File: src/rtl/counter_run_ctrl.sv
// Run controller for a free-running counter: command handshake, increment/clear strobes, one-shot or continuous runs.
// Optional prescaler enabled by defining COUNTER_PRESCALE_EN (adds the presc_div port).
module counter_run_ctrl #(
    parameter int WIDTH      = 8,
    parameter int PRESCALE_W = 4
) (
    input  logic             clk,
    input  logic             rst,
    input  logic             cmd_valid,
    output logic             cmd_ready,
    input  logic [1:0]       cmd_op,
    input  logic [WIDTH-1:0] cmd_limit,
    input  logic             cmd_oneshot,
    input  logic [WIDTH-1:0] cnt_val,
    output logic             cnt_inc,
    output logic             cnt_clr,
    output logic             busy,
    output logic             done,
    output logic [1:0]       state
`ifdef COUNTER_PRESCALE_EN
    ,
    input  logic [PRESCALE_W-1:0] presc_div
`endif
);

    typedef enum logic [1:0] {
        S_IDLE  = 2'b00,
        S_RUN   = 2'b01,
        S_PAUSE = 2'b10,
        S_DONE  = 2'b11
    } state_t;

    localparam logic [1:0] OP_START  = 2'b00;
    localparam logic [1:0] OP_STOP   = 2'b01;
    localparam logic [1:0] OP_RESUME = 2'b10;
    localparam logic [1:0] OP_CLEAR  = 2'b11;

    state_t             state_reg;
    state_t             state_next;
    logic [WIDTH-1:0]   limit_reg;
    logic               oneshot_reg;
    logic               accept;
    logic               hit;
    logic               tick;

    assign cmd_ready = (state_reg != S_DONE) && !rst;
    assign accept    = cmd_valid && cmd_ready;
    assign hit       = (cnt_val == limit_reg);
    assign done      = (state_reg == S_DONE);
    assign busy      = (state_reg == S_RUN) || (state_reg == S_PAUSE);
    assign state     = state_reg;

`ifdef COUNTER_PRESCALE_EN
    logic [PRESCALE_W-1:0] presc_reg;

    assign tick = (presc_reg == presc_div);

    // The prescaler only advances while running; a fresh START/RESUME restarts its phase.
    always_ff @(posedge clk) begin
        if (rst) begin
            presc_reg <= '0;
        end else if (state_reg != S_RUN ||
                     (accept && (cmd_op == OP_START || cmd_op == OP_RESUME))) begin
            presc_reg <= '0;
        end else if (tick) begin
            presc_reg <= '0;
        end else begin
            presc_reg <= presc_reg + 1'b1;
        end
    end
`else
    // Without a prescaler every RUN cycle is a tick; PRESCALE_W is kept so both builds share one parameter list.
    assign tick = (PRESCALE_W >= 0);
`endif

    // An accepted command always overrides the RUN-state counting decision for that cycle.
    always_comb begin
        state_next = state_reg;
        cnt_inc    = 1'b0;
        cnt_clr    = 1'b0;
        if (rst) begin
            state_next = S_IDLE;
        end else if (accept) begin
            case (cmd_op)
                OP_START: begin
                    cnt_clr    = 1'b1;
                    state_next = S_RUN;
                end
                OP_STOP: begin
                    if (state_reg == S_RUN) state_next = S_PAUSE;
                end
                OP_RESUME: begin
                    if (state_reg == S_PAUSE) state_next = S_RUN;
                end
                OP_CLEAR: begin
                    cnt_clr = 1'b1;
                end
                default: ;
            endcase
        end else begin
            case (state_reg)
                S_RUN: begin
                    if (hit) begin
                        if (oneshot_reg) state_next = S_DONE;
                        else             cnt_clr    = 1'b1;
                    end else begin
                        cnt_inc = tick;
                    end
                end
                S_DONE:  state_next = S_IDLE;
                default: ;
            endcase
        end
    end

    always_ff @(posedge clk) begin
        if (rst) begin
            state_reg   <= S_IDLE;
            limit_reg   <= '0;
            oneshot_reg <= 1'b0;
        end else begin
            state_reg <= state_next;
            if (accept && cmd_op == OP_START) begin
                limit_reg   <= cmd_limit;
                oneshot_reg <= cmd_oneshot;
            end
        end
    end

endmodule
File: config.mk
export PLATFORM = sky130hd
export DESIGN_NAME = counter_run_ctrl
export DESIGN_NICKNAME = d
export VERILOG_FILES = /design/src/rtl/counter_run_ctrl.sv
export SDC_FILE = /design/constraint.sdc
export NUM_CORES = 1
export LEC_CHECK = 0
export ABC_AREA = 1
export BUFFER_PORTS_ARGS = -buffer_cell sky130_fd_sc_hd__buf_4
export CAP_MARGIN = 0
export CORE_MARGIN = 4
export CORE_UTILIZATION = 47
export DETAILED_ROUTE_END_ITERATION = 12
export MAX_ROUTING_LAYER = met4
export PLACE_DENSITY = 0.77
export SYNTH_ARGS = -nofsm -noshare
export SYNTH_HDL_FRONTEND = slang
export SYNTH_SLANG_ARGS = --single-unit
export TNS_END_PERCENT = 20
File: constraint.sdc
create_clock -name clk -period 1.6 [get_ports clk]
set_input_delay 0.32 -clock clk [delete_from_list [all_inputs] [get_ports clk]]
set_output_delay 0.32 -clock clk [all_outputs]
set_load 0.1 [all_outputs]
==> impl_results.md <==
* Outcome: finished with violations
* Failing checks: setup timing
* Final HPWL DP at 1483 um
* Number of cell rows at 14
* Via count at between 800 and 900
* Final Wtd Congestion at 0.7947
* Synth unique cells at 16
* Setup CP Type: reg -> out
* Final Slew Violations at 0
* Max-cap violations at 0
* Largest net degree at the start of global routing at 15
* Syn nets at 141
* Root buf cell: clkbuf_4
* Seq/Total Area, Yosys at 0.2881
* Total die area at approximately 2300 um2
* Startpoint types: flop
* Worst-skew pair later-pin latency at 0.27 ns
* Worst Path Max Fanout at 4
* Final setup violation count at 2
* Final nets at 188
* Critical path arrival at 1.50 ns
* Drt first pass iters at 4
* Share of layout cells above drive strength 1 at 0.4088
* Max VDD drop at 942.0 uV
* # hold bufs at CTS at 0
* Overall Power at 1.142 mW
* CTS Buf Count at 3
* Ports at 29
* Seq cells post-synth at 11
* CTS tree: built
* Pwr dens at 937.1 nW/um2
* Port bufs at 28
* Worst Path Required at 1.28 ns
* Top cells by area, synth: dfxtp_1 29%, nand2_1 14%, ha_1 9.8%
* Syn. warnings at 0
* DR vias/cell at ~4.8
* Final WS setup at -0.2207 ns
* Register Area at 227.7 um2
* Area of the core at between 1500 and 2000 um2
* Final WL at 2037 um
* Slew margin rel. at 0.8153
* Antenna Violating Nets Remaining at 0
* RR Startpoint: state[1]
* Vias in the first global route at 806
* Synthesized area per cell at between 6 and 7 um2
* Initial Utilization at 0.5016
* Reg2Reg Depth at 11
* Global-route wire length before repair at about 3300 um
* Initial antenna violation count at 0
* Synth-to-layout area growth at 59.41%
* Reg-to-reg endpoint: state[1]
* Dpl cells at roughly 170
* Max Clk Rate at 549.2 MHz
* Setup Skew at 0.004094 ns
* Hold Fails Final Rpt at 0
* Top cell type's share of synthesized area at 0.2881
* GRT overflow at 0
* RSZ-0062 raised after global routing: yes
* Multi-input combinational cell area at 491.7 um2
* Tmin final at roughly 1.8 ns
* Setup crit end: cnt_clr
* Finished Layout Cells at 175
* DRT iter0 DRCs at 11
* All-layer global routing usage at 0.1812
* Post-synth top area cell: dfxtp_1
* Nature of the critical path endpoint: output pin
* HP Class: in -> reg
* H-Tree Depth at 1
* DRC viols at 0
* Reg clk slew, reported paths at 0.07 ns
* Hold WS at 0.3232 ns
* CTS max path bufs at 2
* Crit. Startpoint: state[1]
* Antenna Cells at 0
* Static Leak at 0.6034 nW
* DIE WIDTH at 48.33 um
* Die height at 48.33 um
* Max reg flops at 8
* Tightest Pin Transition at between 0.2 and 0.3 ns
* Number of fill cells at ~110
* Post-Synthesis Cells at about 110
* Syn Std Cell Area at 764.5 um2
* Share of the core filled with cells at 0.7997
* Final Cycle Share at 1.138
* Worst reg-to-reg setup slack at about 0.080 ns
* Clock Sinks at 11
* WL/cell at 11.64 um
[stage by stage]
step | area, um2 | setup TNS [ns] | worst slack, ns
finish | 1219 | -0.3928 | -0.2207
global route | 1219 | -0.5619 | -0.2750
CTS | 1199 | -0.4083 | -0.2296
detailed placement | 1132 | -0.04424 | -0.04424
global placement | 1132 | -0.03527 | -0.03527
floorplan | 815.8 | -6.714 | -0.9615
[timing repair]
item                       in CTS  in global routing
setup buffers                   1                  1
gates resized for setup         8                  5
pin swaps                       1                  1
setup endpoints to repair       4                  6
[logic make-up (layout without fill, tap and decap cells)]
family,after synthesis,count (layout),share of synthesized area
AO/OA/AOI/OAI,21,21,0.1522
XOR/XNOR,3,3,0.03438
adder cells (fa/ha/maj),6,6,0.09820
buffers and inverters,23,69,0.1260
flip-flops,11,11,0.2881
AND/OR/NAND/NOR,49,49,0.3011
[final cells by class]
type / count / area share
multi-input cells: 79 / 0.4035
repair buffers: 43 / 0.3018
flip-flops and latches: 11 / 0.1869
inverters: 22 / 0.06982
clock buffers: 4 / 0.02156
well taps: 16 / 0.01643
[per-layer routing]
metal  GRT usage  up-vias  wire length [um]
met3     0.03681        8               113
met4      0.1014        0                95
met5           -        -                 0
met1      0.1846      359               762
li1            -      444                 -
met2      0.3174       27              1066
[worst max-delay path, stage by stage, from the launching register on]
cell and delay [ns]:
dfxtp_4 0.37, ha_4 0.17, nor2_4 0.11, nand2_4 0.09, o21ai_4 0.07, nand3_2 0.10
a21oi_4 0.14, buf_12 0.18
[cells in the mapped netlist]
cell / number
nand2_4: 2
a21oi_1: 12
buf_6: 1
dfxtp_1: 11
inv_4: 1
inv_2: 1
nor2_4: 2
nand2_1: 29
nor2_1: 5
ha_1: 6
xnor2_1: 3
inv_1: 20
o21ai_0: 6
nand2_2: 2
nand3_1: 9
o21ai_2: 3
[layout by cell type, fill, tap and decap left out, drive strengths merged]
cell	count
o21ai	9
nand2	33
clkbuf	4
dfxtp	11
inv	22
ha	6
a21oi	12
nand3	9
xnor2	3
nor2	7
buf	43
[worst min path at each step]
| stage | from | end | slack (ns) | cells after the start |
|---|---|---|---|---|
| floorplan | rst | limit_reg[2] | 0.39 | 1 |
| global placement | limit_reg[7] | limit_reg[7] | 0.45 | 2 |
| detailed placement | limit_reg[7] | limit_reg[7] | 0.46 | 2 |
| CTS | cmd_limit[7] | limit_reg[7] | 0.32 | 3 |
| global route | cmd_limit[7] | limit_reg[7] | 0.34 | 3 |
| finish | cmd_limit[7] | limit_reg[7] | 0.32 | 3 |
[power by group]
group	switching [mW]	internal (mW)	leakage, nW
clock	0.0967	0.0964	0.0150
sequential	0.0231	0.298	0.0908
combinational	0.394	0.234	0.498
(Power assumes the default switching activity.)
